$ cat src/rtl/pipe_hazard_unit_pkg.sv
//------------------------------------------------------------------------------
// pipe_hazard_unit_pkg : shared constants for the hazard/forwarding unit
// Rev 1.0
//------------------------------------------------------------------------------
`default_nettype none

package pipe_hazard_unit_pkg;

    // Post-decode stage indices
    localparam int STG_EX  = 0;
    localparam int STG_MEM = 1;
    localparam int STG_WB  = 2;

    // Scoreboard entry layout: {dst, is_load, wr_en, valid}
    localparam int SB_VALID = 0;
    localparam int SB_WR    = 1;
    localparam int SB_LOAD  = 2;
    localparam int SB_DST   = 3;

    localparam int REG_ZERO = 0;

    function automatic int sb_entry_w(input int addr_w);
        return SB_DST + addr_w;
    endfunction

endpackage

`default_nettype wire

$ cat src/rtl/pipe_hazard_unit_if.sv
//------------------------------------------------------------------------------
// pipe_hazard_unit_if : decode-side signals of the hazard/forwarding unit
// Rev 1.0
//------------------------------------------------------------------------------
`default_nettype none

interface pipe_hazard_unit_if #(
    parameter int DATA_W     = 32,
    parameter int ADDR_W     = 5,
    parameter int FWD_STAGES = 3,
    parameter int CNT_W      = 16
) ();
    logic                         id_valid;
    logic [ADDR_W-1:0]            id_rs_addr;
    logic [ADDR_W-1:0]            id_rt_addr;
    logic                         id_uses_rs;
    logic                         id_uses_rt;
    logic [ADDR_W-1:0]            id_dst_addr;
    logic                         id_reg_wr_en;
    logic                         id_is_load;
    logic                         id_redirect;
    logic [DATA_W-1:0]            rf_rs_data;
    logic [DATA_W-1:0]            rf_rt_data;
    logic [FWD_STAGES*DATA_W-1:0] stage_result;
    logic [DATA_W-1:0]            op_a;
    logic [DATA_W-1:0]            op_b;
    logic                         stall;
    logic                         bubble;
    logic                         flush;
    logic [CNT_W-1:0]             stall_count;

    modport master (
        output id_valid, id_rs_addr, id_rt_addr, id_uses_rs, id_uses_rt,
        output id_dst_addr, id_reg_wr_en, id_is_load, id_redirect,
        output rf_rs_data, rf_rt_data, stage_result,
        input  op_a, op_b, stall, bubble, flush, stall_count
    );

    modport slave (
        input  id_valid, id_rs_addr, id_rt_addr, id_uses_rs, id_uses_rt,
        input  id_dst_addr, id_reg_wr_en, id_is_load, id_redirect,
        input  rf_rs_data, rf_rt_data, stage_result,
        output op_a, op_b, stall, bubble, flush, stall_count
    );

endinterface

`default_nettype wire

$ cat src/rtl/pipe_hazard_unit_fwd_select.sv
//------------------------------------------------------------------------------
// pipe_hazard_unit_fwd_select : priority match + operand mux for one source
// Rev 1.0
//------------------------------------------------------------------------------
`default_nettype none

module pipe_hazard_unit_fwd_select
    import pipe_hazard_unit_pkg::*;
#(
    parameter int DATA_W     = 32,
    parameter int ADDR_W     = 5,
    parameter int FWD_STAGES = 3,
    parameter int IDX_W      = (FWD_STAGES > 1) ? $clog2(FWD_STAGES) : 1,
    parameter int ENT_W      = SB_DST + ADDR_W
) (
    input  wire logic [ADDR_W-1:0]            i_addr,
    input  wire logic [FWD_STAGES*ENT_W-1:0]  i_sb,
    input  wire logic [FWD_STAGES*DATA_W-1:0] i_stage_result,
    input  wire logic [DATA_W-1:0]            i_rf_data,
    output logic      [DATA_W-1:0]            o_data,
    output logic                              o_hit,
    output logic                              o_is_load,
    output logic      [IDX_W-1:0]             o_idx
);

    logic [ENT_W-1:0] w_ent;

    // Scan oldest to youngest so the lowest matching index overrides.
    always_comb begin
        o_data    = i_rf_data;
        o_hit     = 1'b0;
        o_is_load = 1'b0;
        o_idx     = '0;
        w_ent     = '0;
        for (int k = FWD_STAGES - 1; k >= 0; k--) begin
            w_ent = i_sb[k*ENT_W +: ENT_W];
            if (w_ent[SB_VALID] && w_ent[SB_WR] &&
                (w_ent[SB_DST +: ADDR_W] == i_addr) &&
                (i_addr != ADDR_W'(REG_ZERO))) begin
                o_data    = i_stage_result[k*DATA_W +: DATA_W];
                o_hit     = 1'b1;
                o_is_load = w_ent[SB_LOAD];
                o_idx     = IDX_W'(k);
            end
        end
    end

endmodule

`default_nettype wire

$ cat src/rtl/pipe_hazard_unit.sv
//------------------------------------------------------------------------------
// pipe_hazard_unit : scoreboard, operand forwarding, load-use stall and flush
// Rev 1.0
//------------------------------------------------------------------------------
`default_nettype none

module pipe_hazard_unit
    import pipe_hazard_unit_pkg::*;
#(
    parameter int DATA_W     = 32,
    parameter int ADDR_W     = 5,
    parameter int FWD_STAGES = 3,
    parameter int LOAD_READY = 1,
    parameter int CNT_W      = 16
) (
    input  wire logic        clk,
    input  wire logic        reset,
    pipe_hazard_unit_if.slave hz
);

    localparam int ENT_W = sb_entry_w(ADDR_W);
    localparam int IDX_W = (FWD_STAGES > 1) ? $clog2(FWD_STAGES) : 1;
    localparam logic [IDX_W:0] C_LOAD_READY = (IDX_W + 1)'(LOAD_READY);

    logic [FWD_STAGES*ENT_W-1:0] r_sb;
    logic [CNT_W-1:0]            r_stall_cnt;
    logic [ENT_W-1:0]            w_new_ent;
    logic [DATA_W-1:0]           w_rs_data, w_rt_data;
    logic                        w_rs_hit, w_rt_hit, w_rs_load, w_rt_load;
    logic [IDX_W-1:0]            w_rs_idx, w_rt_idx;
    logic                        w_rs_haz, w_rt_haz, w_stall;

    pipe_hazard_unit_fwd_select #(
        .DATA_W(DATA_W), .ADDR_W(ADDR_W), .FWD_STAGES(FWD_STAGES), .IDX_W(IDX_W), .ENT_W(ENT_W)
    ) u_fwd_rs (
        .i_addr(hz.id_rs_addr), .i_sb(r_sb), .i_stage_result(hz.stage_result),
        .i_rf_data(hz.rf_rs_data), .o_data(w_rs_data), .o_hit(w_rs_hit),
        .o_is_load(w_rs_load), .o_idx(w_rs_idx)
    );

    pipe_hazard_unit_fwd_select #(
        .DATA_W(DATA_W), .ADDR_W(ADDR_W), .FWD_STAGES(FWD_STAGES), .IDX_W(IDX_W), .ENT_W(ENT_W)
    ) u_fwd_rt (
        .i_addr(hz.id_rt_addr), .i_sb(r_sb), .i_stage_result(hz.stage_result),
        .i_rf_data(hz.rf_rt_data), .o_data(w_rt_data), .o_hit(w_rt_hit),
        .o_is_load(w_rt_load), .o_idx(w_rt_idx)
    );

    // A load still short of LOAD_READY cannot be forwarded yet.
    assign w_rs_haz = hz.id_uses_rs & w_rs_hit & w_rs_load & ({1'b0, w_rs_idx} < C_LOAD_READY);
    assign w_rt_haz = hz.id_uses_rt & w_rt_hit & w_rt_load & ({1'b0, w_rt_idx} < C_LOAD_READY);
    assign w_stall  = hz.id_valid & (w_rs_haz | w_rt_haz);

    assign hz.op_a        = w_rs_data;
    assign hz.op_b        = w_rt_data;
    assign hz.stall       = w_stall;
    assign hz.bubble      = w_stall;
    assign hz.flush       = hz.id_redirect & hz.id_valid & ~w_stall;
    assign hz.stall_count = r_stall_cnt;

    always_comb begin
        w_new_ent                    = '0;
        w_new_ent[SB_VALID]          = hz.id_valid & ~w_stall;
        w_new_ent[SB_WR]             = hz.id_reg_wr_en;
        w_new_ent[SB_LOAD]           = hz.id_is_load;
        w_new_ent[SB_DST +: ADDR_W]  = hz.id_dst_addr;
    end

    generate
        if (FWD_STAGES == 1) begin : g_sb_single
            always_ff @(posedge clk) begin
                if (reset) r_sb <= '0;
                else       r_sb <= w_new_ent;
            end
        end else begin : g_sb_shift
            always_ff @(posedge clk) begin
                if (reset) r_sb <= '0;
                else       r_sb <= {r_sb[(FWD_STAGES-1)*ENT_W-1:0], w_new_ent};
            end
        end
    endgenerate

    always_ff @(posedge clk) begin
        if (reset)
            r_stall_cnt <= '0;
        else if (w_stall && (r_stall_cnt != {CNT_W{1'b1}}))
            r_stall_cnt <= r_stall_cnt + 1'b1;
    end

endmodule

`default_nettype wire

$ cat src/flat_wrapper.sv
// flat-port wrapper written by rule: the top's interface ports become plain ports
module pipe_hazard_unit_flat import pipe_hazard_unit_pkg::*;
#(
    parameter int DATA_W     = 32,
    parameter int ADDR_W     = 5,
    parameter int FWD_STAGES = 3,
    parameter int LOAD_READY = 1,
    parameter int CNT_W      = 16
)
  (clk, reset, hz_id_valid, hz_id_rs_addr, hz_id_rt_addr, hz_id_uses_rs, hz_id_uses_rt, hz_id_dst_addr, hz_id_reg_wr_en, hz_id_is_load, hz_id_redirect, hz_rf_rs_data, hz_rf_rt_data, hz_stage_result, hz_op_a, hz_op_b, hz_stall, hz_bubble, hz_flush, hz_stall_count);
  pipe_hazard_unit_if #(.DATA_W(DATA_W), .ADDR_W(ADDR_W), .FWD_STAGES(FWD_STAGES), .CNT_W(CNT_W)) hz_i ();
  input  wire logic clk;
  input  wire logic reset;
  input wire logic [$bits(hz_i.id_valid)-1:0] hz_id_valid;
  input wire logic [$bits(hz_i.id_rs_addr)-1:0] hz_id_rs_addr;
  input wire logic [$bits(hz_i.id_rt_addr)-1:0] hz_id_rt_addr;
  input wire logic [$bits(hz_i.id_uses_rs)-1:0] hz_id_uses_rs;
  input wire logic [$bits(hz_i.id_uses_rt)-1:0] hz_id_uses_rt;
  input wire logic [$bits(hz_i.id_dst_addr)-1:0] hz_id_dst_addr;
  input wire logic [$bits(hz_i.id_reg_wr_en)-1:0] hz_id_reg_wr_en;
  input wire logic [$bits(hz_i.id_is_load)-1:0] hz_id_is_load;
  input wire logic [$bits(hz_i.id_redirect)-1:0] hz_id_redirect;
  input wire logic [$bits(hz_i.rf_rs_data)-1:0] hz_rf_rs_data;
  input wire logic [$bits(hz_i.rf_rt_data)-1:0] hz_rf_rt_data;
  input wire logic [$bits(hz_i.stage_result)-1:0] hz_stage_result;
  output wire logic [$bits(hz_i.op_a)-1:0] hz_op_a;
  output wire logic [$bits(hz_i.op_b)-1:0] hz_op_b;
  output wire logic [$bits(hz_i.stall)-1:0] hz_stall;
  output wire logic [$bits(hz_i.bubble)-1:0] hz_bubble;
  output wire logic [$bits(hz_i.flush)-1:0] hz_flush;
  output wire logic [$bits(hz_i.stall_count)-1:0] hz_stall_count;
  assign hz_i.id_valid = hz_id_valid;
  assign hz_i.id_rs_addr = hz_id_rs_addr;
  assign hz_i.id_rt_addr = hz_id_rt_addr;
  assign hz_i.id_uses_rs = hz_id_uses_rs;
  assign hz_i.id_uses_rt = hz_id_uses_rt;
  assign hz_i.id_dst_addr = hz_id_dst_addr;
  assign hz_i.id_reg_wr_en = hz_id_reg_wr_en;
  assign hz_i.id_is_load = hz_id_is_load;
  assign hz_i.id_redirect = hz_id_redirect;
  assign hz_i.rf_rs_data = hz_rf_rs_data;
  assign hz_i.rf_rt_data = hz_rf_rt_data;
  assign hz_i.stage_result = hz_stage_result;
  assign hz_op_a = hz_i.op_a;
  assign hz_op_b = hz_i.op_b;
  assign hz_stall = hz_i.stall;
  assign hz_bubble = hz_i.bubble;
  assign hz_flush = hz_i.flush;
  assign hz_stall_count = hz_i.stall_count;
  pipe_hazard_unit #(.DATA_W(DATA_W), .ADDR_W(ADDR_W), .FWD_STAGES(FWD_STAGES), .LOAD_READY(LOAD_READY), .CNT_W(CNT_W)) u_core (.clk(clk), .reset(reset), .hz(hz_i));
endmodule
$ cat config.mk
export PLATFORM = sky130hd
export DESIGN_NAME = pipe_hazard_unit_flat
export DESIGN_NICKNAME = d
export VERILOG_FILES = /design/src/rtl/pipe_hazard_unit_pkg.sv /design/src/rtl/pipe_hazard_unit_if.sv /design/src/rtl/pipe_hazard_unit_fwd_select.sv /design/src/rtl/pipe_hazard_unit.sv /design/src/flat_wrapper.sv
export SDC_FILE = /design/constraint.sdc
export NUM_CORES = 1
export LEC_CHECK = 0
export CAP_MARGIN = 40
export CELL_PAD_IN_SITES_DETAIL_PLACEMENT = 2
export CELL_PAD_IN_SITES_GLOBAL_PLACEMENT = 2
export CORE_ASPECT_RATIO = 0.6
export CORE_MARGIN = 5
export CORE_UTILIZATION = 19
export DETAILED_ROUTE_END_ITERATION = 12
export PLACE_DENSITY = 0.79
export RECOVER_POWER = 25
export REMOVE_ABC_BUFFERS = 1
export SLEW_MARGIN = 10
export SYNTH_ARGS = -nofsm -noshare
export SYNTH_HDL_FRONTEND = slang
export SYNTH_HIERARCHICAL = 1
export SYNTH_SLANG_ARGS = --single-unit
$ cat constraint.sdc
create_clock -name clk -period 4.7 [get_ports clk]
set_input_delay 1.175 -clock clk [delete_from_list [all_inputs] [get_ports clk]]
set_output_delay 1.175 -clock clk [all_outputs]
set_load 0.01 [all_outputs]
==> results of run 1 <==
[repair_timing]
action | CTS | global route
gates resized for setup | 135 | 26
buffers inserted | 16 | 4
gates cloned | 1 | 0
pin swaps | 18 | 21
setup endpoints to repair | 67 | 35
[synthesized netlist by cell type, types with 7 or more instances]
cell / count / area share
a211oi_1: 62 / 0.090
or3_1: 8 / 0.0097
buf_6: 9 / 0.020
nor2_2: 30 / 0.036
nor2b_1: 27 / 0.033
inv_1: 68 / 0.050
nor2_4: 26 / 0.057
o31ai_1: 18 / 0.026
a31oi_1: 64 / 0.078
xnor2_1: 14 / 0.024
nand3_1: 8 / 0.0078
xor2_1: 16 / 0.027
dfxtp_1: 40 / 0.16
nor2_1: 12 / 0.0087
or4_1: 7 / 0.010
a21oi_1: 16 / 0.016
o21bai_1: 8 / 0.012
buf_12: 7 / 0.027
o21ai_0: 13 / 0.013
o31ai_2: 46 / 0.11
clkbuf_1: 35 / 0.025
nand2_1: 75 / 0.055
buf_2: 10 / 0.0097
[sequential cells by signal, indices dropped and copies added, names as in the netlist]
name                   flops
u_core/hz.stall_count     16
u_core/r_sb               24
[final timing paths]
kind / startpoint / end / slack, ns
worst min-delay path: u_core/r_sb[9]$_SDFF_PP0_ / u_core/r_sb[17]$_SDFF_PP0_ / 0.48
worst max register to register: u_core/r_sb[12]$_SDFF_PP0_ / u_core/hz.stall_count[5]$_SDFFE_PP0P_ / 1.50
worst min register to register: u_core/r_sb[9]$_SDFF_PP0_ / u_core/r_sb[17]$_SDFF_PP0_ / 0.48
worst max-delay path: hz_id_rt_addr[2] / hz_op_b[25] / 0.04
[final cells by class]
class	instances	area [µm²]
clock buffer	6	138.9
clock inverter	2	38.79
fill	3060	17760
inverter	68	255.2
multi-input combinational	501	3846
sequential	40	800.8
tap	360	450.4
timing repair buffer	342	3297
[cell families after synthesis]
kind of cell               count (synthesis)
muxes                                      3
buffers and inverters                    132
DFF                                       40
xor gates and xnor gates                  30
and+or+nand+nor                          234
adders and majority gates                  1
AOI/OAI and AO/OA                        233
[power groups by stage]
stage	logic, mW	registers [mW]	clock network (mW)
after floorplan	0.131	0.360	0
after global placement	0.434	0.363	0
after detailed placement	0.443	0.363	0
after CTS	0.428	0.356	0.431
after global routing	0.457	0.357	0.448
final	0.430	0.356	0.421
[worst max-delay path: stages]
cell and delay, ns:
dlygate4sd2_1 0.30, xor2_1 0.20, nor4_4 0.36, buf_4 0.17, buf_6 0.32, a31oi_1 0.17
a211oi_1 0.38, o31ai_2 0.11, dlygate4sd2_1 0.29
[per-layer routing]
layer | track usage | share of wire
met1 | 0.2550 | 0.47
met2 | 0.3204 | 0.47
met3 | 0.03748 | 0.046
met4 | 0.03774 | 0.015
met5 | 0 | 0
[stage by stage]
step | instance area (µm²) | worst slack (ns) | hold slack [ns] | setup TNS, ns | cells
2_1_floorplan | 4707 | -3.308 | 0.4568 | -229.29 | 609
3_3_place_gp | 8323 | -0.5775 | 0.4684 | -26.11 | 1290
3_5_place_dp | 8323 | -0.6635 | 0.4771 | -28.97 | 1290
4_1_cts | 8726 | 0.004968 | 0.4808 | 0 | 1315
5_1_grt | 8827 | -0.04285 | 0.4946 | -0.1573 | 1319
6_report | 8827 | 0.04074 | 0.4763 | 0 | 1319
==> metrics.md, run 1 <==
| Metric | Value |
|---|---|
| Flops & latches, synth | `40` |
| Final Max Tran Viols | `44` |
| Max Fclk | `214.6 MHz` |
| Antenna diode count | `0` |
| IO Pins | `~270` |
| Clk sinks | `40` |
| Hold buffer count at CTS | `0` |
| Switching fraction of total power | `0.2932` |
| Post-DR vias/cell | `~4.9` |
| CTS buffer count | `5` |
| Final min period | `4.659 ns` |
| Post-synthesis simple-gate area fraction | `0.2909` |
| Worst-Margin Slew | `2.069 ns` |
| EDFF count, synth | `0` |
| Tcrit/Tclk final | `0.9913` |
| Post-synth ARST share | `0` |
| Die height | `roughly 140 µm` |
| Skew final | `between 0.009 and 0.01 ns` |
| Warnings from Yosys | `6` |
| CP Data Arrival Time | `~3.5 ns` |
| Max VDD drop | `roughly 0.00013 V` |
| Startpoint types | `input pin` |
| Clock power frac | `0.349` |
| Status | `finished with violations` |
| Most used DFF post-synth | `dfxtp_1` |
| Share of total power in combinational logic | `0.356` |
| Synthesized area per cell | `between 7 and 8 µm²` |
| Int Pwr | `~0.85 mW` |
| Net Sw Power | `0.3541 mW` |
| Total gr overflow | `0` |
| RSZ-0062 raised after global routing | `yes` |
| P&R area growth vs syn | `71.32%` |
| PD cells | `about 140 nW/µm²` |
| Adder-Cell Fraction of Synth Area | `0.002428` |
| Synth Area in Compound Gates | `0.3570` |
| Total core area | `between 20000 and 30000 µm²` |
| Die extent in x | `between 200 and 250 µm` |
| # DRC | `0` |
| Max FO, Critical Path | `32` |
| DRT iter0 DRCs | `between 200 and 250` |
| Synthesized cell area | `roughly 5200 µm²` |
| XOR/XNOR Fraction of Synth Area | `0.05100` |
| CTS Buffer Depth | `2` |
| Via Count | `6429` |
| Critical path class | `input pin to primary output` |
| # rows | `46` |
| Most frequent cells in the layout | `180 x clkdlybuf4s50_1, 74 x nand2_1, 67 x inv_1` |
| Relative slew slack | `-0.3791` |
| Clk pin slew, worst setup/hold paths | `about 0.07 ns` |
| Layout Utilization | `0.3320` |
| Reg2Reg Depth | `12` |
| Post-synth cell types | `between 50 and 60` |
| Routability cong. | `approximately 0.85` |
| Final WL | `approximately 30000 µm` |
| Register share of total power | `0.295` |
| Register area share after synthesis | `0.1554` |
| Port buffer count | `between 200 and 300` |
| Max Cap Viol | `1` |
| Clk_lat worst skew | `around 0.30 ns` |
| LEAKAGE | `3.338 nW` |
| CTS tree | `built` |
| Tot Pwr | `around 1.2 mW` |
| Global Route Usage Sum | `0.1898` |
| Vias in the first global route | `approximately 7400` |
| Failing checks | `capacitance limit, slew limit` |
| First-pass GRT wire length | `about 45000 µm` |
| CP Capture Type | `primary output` |
| TritonRoute pass-1 iters | `4` |
| Mux cell area share after synthesis | `0.007285` |
| Final Hold Fails | `0` |
| Type of the worst min-delay path | `flip-flop to flip-flop` |
| DR WL/cell | `23.13 µm` |
| Nets | `1142` |
| Dpl hpwl | `23230 µm` |
| Largest net degree at the start of global routing | `44` |
| Depth of the worst hold-timing path | `1` |
| ANT nets after route | `0` |
| Fraction of layout cells with a size suffix above 1 | `0.2586` |
| Commonest non-fill, non-tap cell in the layout | `clkdlybuf4s50_1` |
| Die ar. | `30620 µm²` |
| Req. time, crit path | `3.52 ns` |
| Syn Inst Count | `roughly 670` |
| Initial antenna violation count | `0` |
| Largest family of logic cells by synthesized area | `compound AO/OA/AOI/OAI gates` |
| Clock root buffer | `clkbuf_16` |
| Setup Viol. Count Final | `0` |
| Starting Density | `0.1938` |
| Htree depth | `2` |
Note: power is estimated with default switching activity, not from simulation.
==> run 2, diff against run 1 <==
==> constraint.sdc (replaced) <==
create_clock -name clk -period 3.8 [get_ports clk]
set_input_delay 0.95 -clock clk [delete_from_list [all_inputs] [get_ports clk]]
set_output_delay 0.95 -clock clk [all_outputs]
set_load 0.01 [all_outputs]
==> metrics.md, run 2 (synthesis gave the netlist of run 1 again) <==
| Metric | Value |
|---|---|
| Status | `finished with violations` |
| Failing checks | `setup timing` |
| Placed Area | `8315 µm²` |
| Clk pin slew, worst setup/hold paths | `0.06 ns` |
| Depth of the worst hold-timing path | `1` |
| IO Pins | `around 270` |
| Max Cap Viol | `0` |
| ANT nets after route | `0` |
| Htree depth | `2` |
| Worst-Margin Slew | `between 1 and 1.5 ns` |
| CTS tree | `built` |
| PD cells | `between 150 and 200 nW/µm²` |
| DR WL/cell | `25.04 µm` |
| CTS buffer count | `5` |
| Starting Density | `0.1938` |
| Port buffer count | `~270` |
| P&R area growth vs syn | `86.40%` |
| First-pass GRT wire length | `a little under 50000 µm` |
| Die extent in x | `roughly 220 µm` |
| Reg2Reg Depth | `13` |
| Tot Pwr | `1.451 mW` |
| PnR worst setup slack | `-0.2547 ns` |
| DRT iter0 DRCs | `between 200 and 300` |
| Placed cells | `1289` |
| Clock root buffer | `clkbuf_16` |
| Final WL | `around 34000 µm` |
| Post-Layout Inst Area | `approximately 9600 µm²` |
| Commonest non-fill, non-tap cell in the layout | `clkdlybuf4s50_1` |
| Routability cong. | `0.8043` |
| Hold EP | `u_core/r_sb[17]$_SDFF_PP0_` |
| Clk sinks | `40` |
| HP Start | `u_core/r_sb[9]$_SDFF_PP0_` |
| Total gr overflow | `0` |
| R2R Setup Slk | `0.56 ns` |
| Die ar. | `roughly 30000 µm²` |
| Max Fclk | `around 250 MHz` |
| Relative slew slack | `0.008203` |
| # DRC | `0` |
| Max VDD drop | `about 0.00013 V` |
| TritonRoute pass-1 iters | `4` |
| Skew final | `just over 0.005 ns` |
| Critical path class | `input pin to primary output` |
| Tcrit/Tclk final | `1.067` |
| Final min period | `between 4 and 5 ns` |
| Type of the worst min-delay path | `flip-flop to flip-flop` |
| Nets | `around 1200` |
| Reg-to-reg endpoint | `u_core/hz.stall_count[14]$_SDFFE_PP0P_` |
| Most frequent cells in the layout | `185 x clkdlybuf4s50_1, 73 x nand2_1, 67 x inv_1` |
| Biggest register | `u_core/r_sb` |
| Final Max Tran Viols | `0` |
| Setup Viol. Count Final | `40` |
| Via Count | `~6700` |
| Dpl hpwl | `23430 µm` |
| Filler cell count | `2961` |
| Non-filler instance count after layout | `between 1000 and 1500` |
| # rows | `46` |
| CP Data Arrival Time | `approximately 3.1 ns` |
| R2r startpoint | `u_core/r_sb[12]$_SDFF_PP0_` |
| Startpoint types | `input pin` |
| Max FO, Critical Path | `4` |
| Req. time, crit path | `about 2.9 ns` |
| Hold buffer count at CTS | `0` |
| Max reg flops | `24` |
| Clk_lat worst skew | `about 0.30 ns` |
| Post-DR vias/cell | `a little under 5` |
| RSZ-0062 raised after global routing | `yes` |
| Setup TNS after final layout | `-3.157 ns` |
| CTS Buffer Depth | `2` |
| Final Hold Fails | `0` |
| Global Route Usage Sum | `0.2058` |
| CP Capture Type | `primary output` |
| Die height | `137.6 µm` |
| Fraction of layout cells with a size suffix above 1 | `0.3968` |
| Initial antenna violation count | `0` |
| LEAKAGE | `roughly 3.6 nW` |
| Vias in the first global route | `about 7500` |
| Largest net degree at the start of global routing | `47` |
| Total core area | `around 27000 µm²` |
==> run 2: changes by cell type in the layout (fill, tap and decap cells not counted), sizes merged, moves of 2 or more <==
cell | previous run | this run
buf | 79 | 174
clkdlybuf4s15 | 4 | 1
clkdlybuf4s50 | 180 | 185
clkinvlp | 0 | 2
dlygate4sd2 | 64 | 0
dlygate4sd3 | 8 | 3
==> run 2: routing by layer <==
metal | part of all wire | track usage
met1 | 0.46 | 0.2804
met2 | 0.48 | 0.3482
met3 | 0.050 | 0.03833
met4 | 0.012 | 0.03230
met5 | 0 | 0
==> run 2: area by class of cell <==
type,count,area [µm²],share of cell area
diodes,1,2.502,0.0002606
clock buffers,6,138.9,0.01446
clock inverters,2,15.01,0.001563
inverters,68,255.2,0.02658
multi-input cells,501,4198,0.4371
flip-flops and latches,40,800.8,0.08338
well taps,360,450.4,0.04690
repair buffers,371,3744,0.3898
==> run 2: stage by stage <==
step / worst slack [ns] / hold slack (ns) / util
6_report: -0.2547 / 0.4908 / 0.3612
5_1_grt: -0.3719 / 0.5063 / 0.3611
4_1_cts: -0.2856 / 0.4938 / 0.3498
3_5_place_dp: -1.112 / 0.4853 / 0.3127
3_3_place_gp: -1.010 / 0.4712 / 0.3127
2_1_floorplan: -3.758 / 0.4568 / -
==> run 2: how the worst max path moves through the flow <==
| stage | startpoint | slack (ns) | depth (start not counted) | end |
|---|---|---|---|---|
| after floorplan | hz_id_rs_addr[4] | -3.76 | 8 | hz_bubble |
| after global placement | hz_id_rs_addr[1] | -1.01 | 12 | hz_stall |
| after detailed placement | hz_id_rs_addr[0] | -1.11 | 10 | hz_op_a[27] |
| after CTS | hz_id_rt_addr[1] | -0.29 | 12 | hz_bubble |
| after global routing | hz_id_rs_addr[0] | -0.37 | 14 | hz_stall |
| final | hz_id_rs_addr[3] | -0.25 | 11 | hz_bubble |
==> run 2: where the power goes <==
group | internal, mW | total [mW] | switching, mW
clock network | 0.262 | 0.452 | 0.191
logic | 0.304 | 0.558 | 0.254
registers | 0.430 | 0.441 | 0.0113
total | 0.995 | 1.45 | 0.456
==> run 2: timing repair <==
item / CTS / global route
resized for setup: 403 / 106
setup endpoints to repair: 78 / 69
gates cloned: 10 / 3
pin swaps: 70 / 43
setup buffers: 33 / 15
==> run 2: critical path, cell delays in order <==
cell	delay, ns
buf_4	0.14
xor2_2	0.18
or4_4	0.52
or3_4	0.39
nor2_1	0.15
nand4b_1	0.16
nor2_2	0.07
buf_6	0.13
o21ai_4	0.20
inv_2	0.09
buf_6	0.13
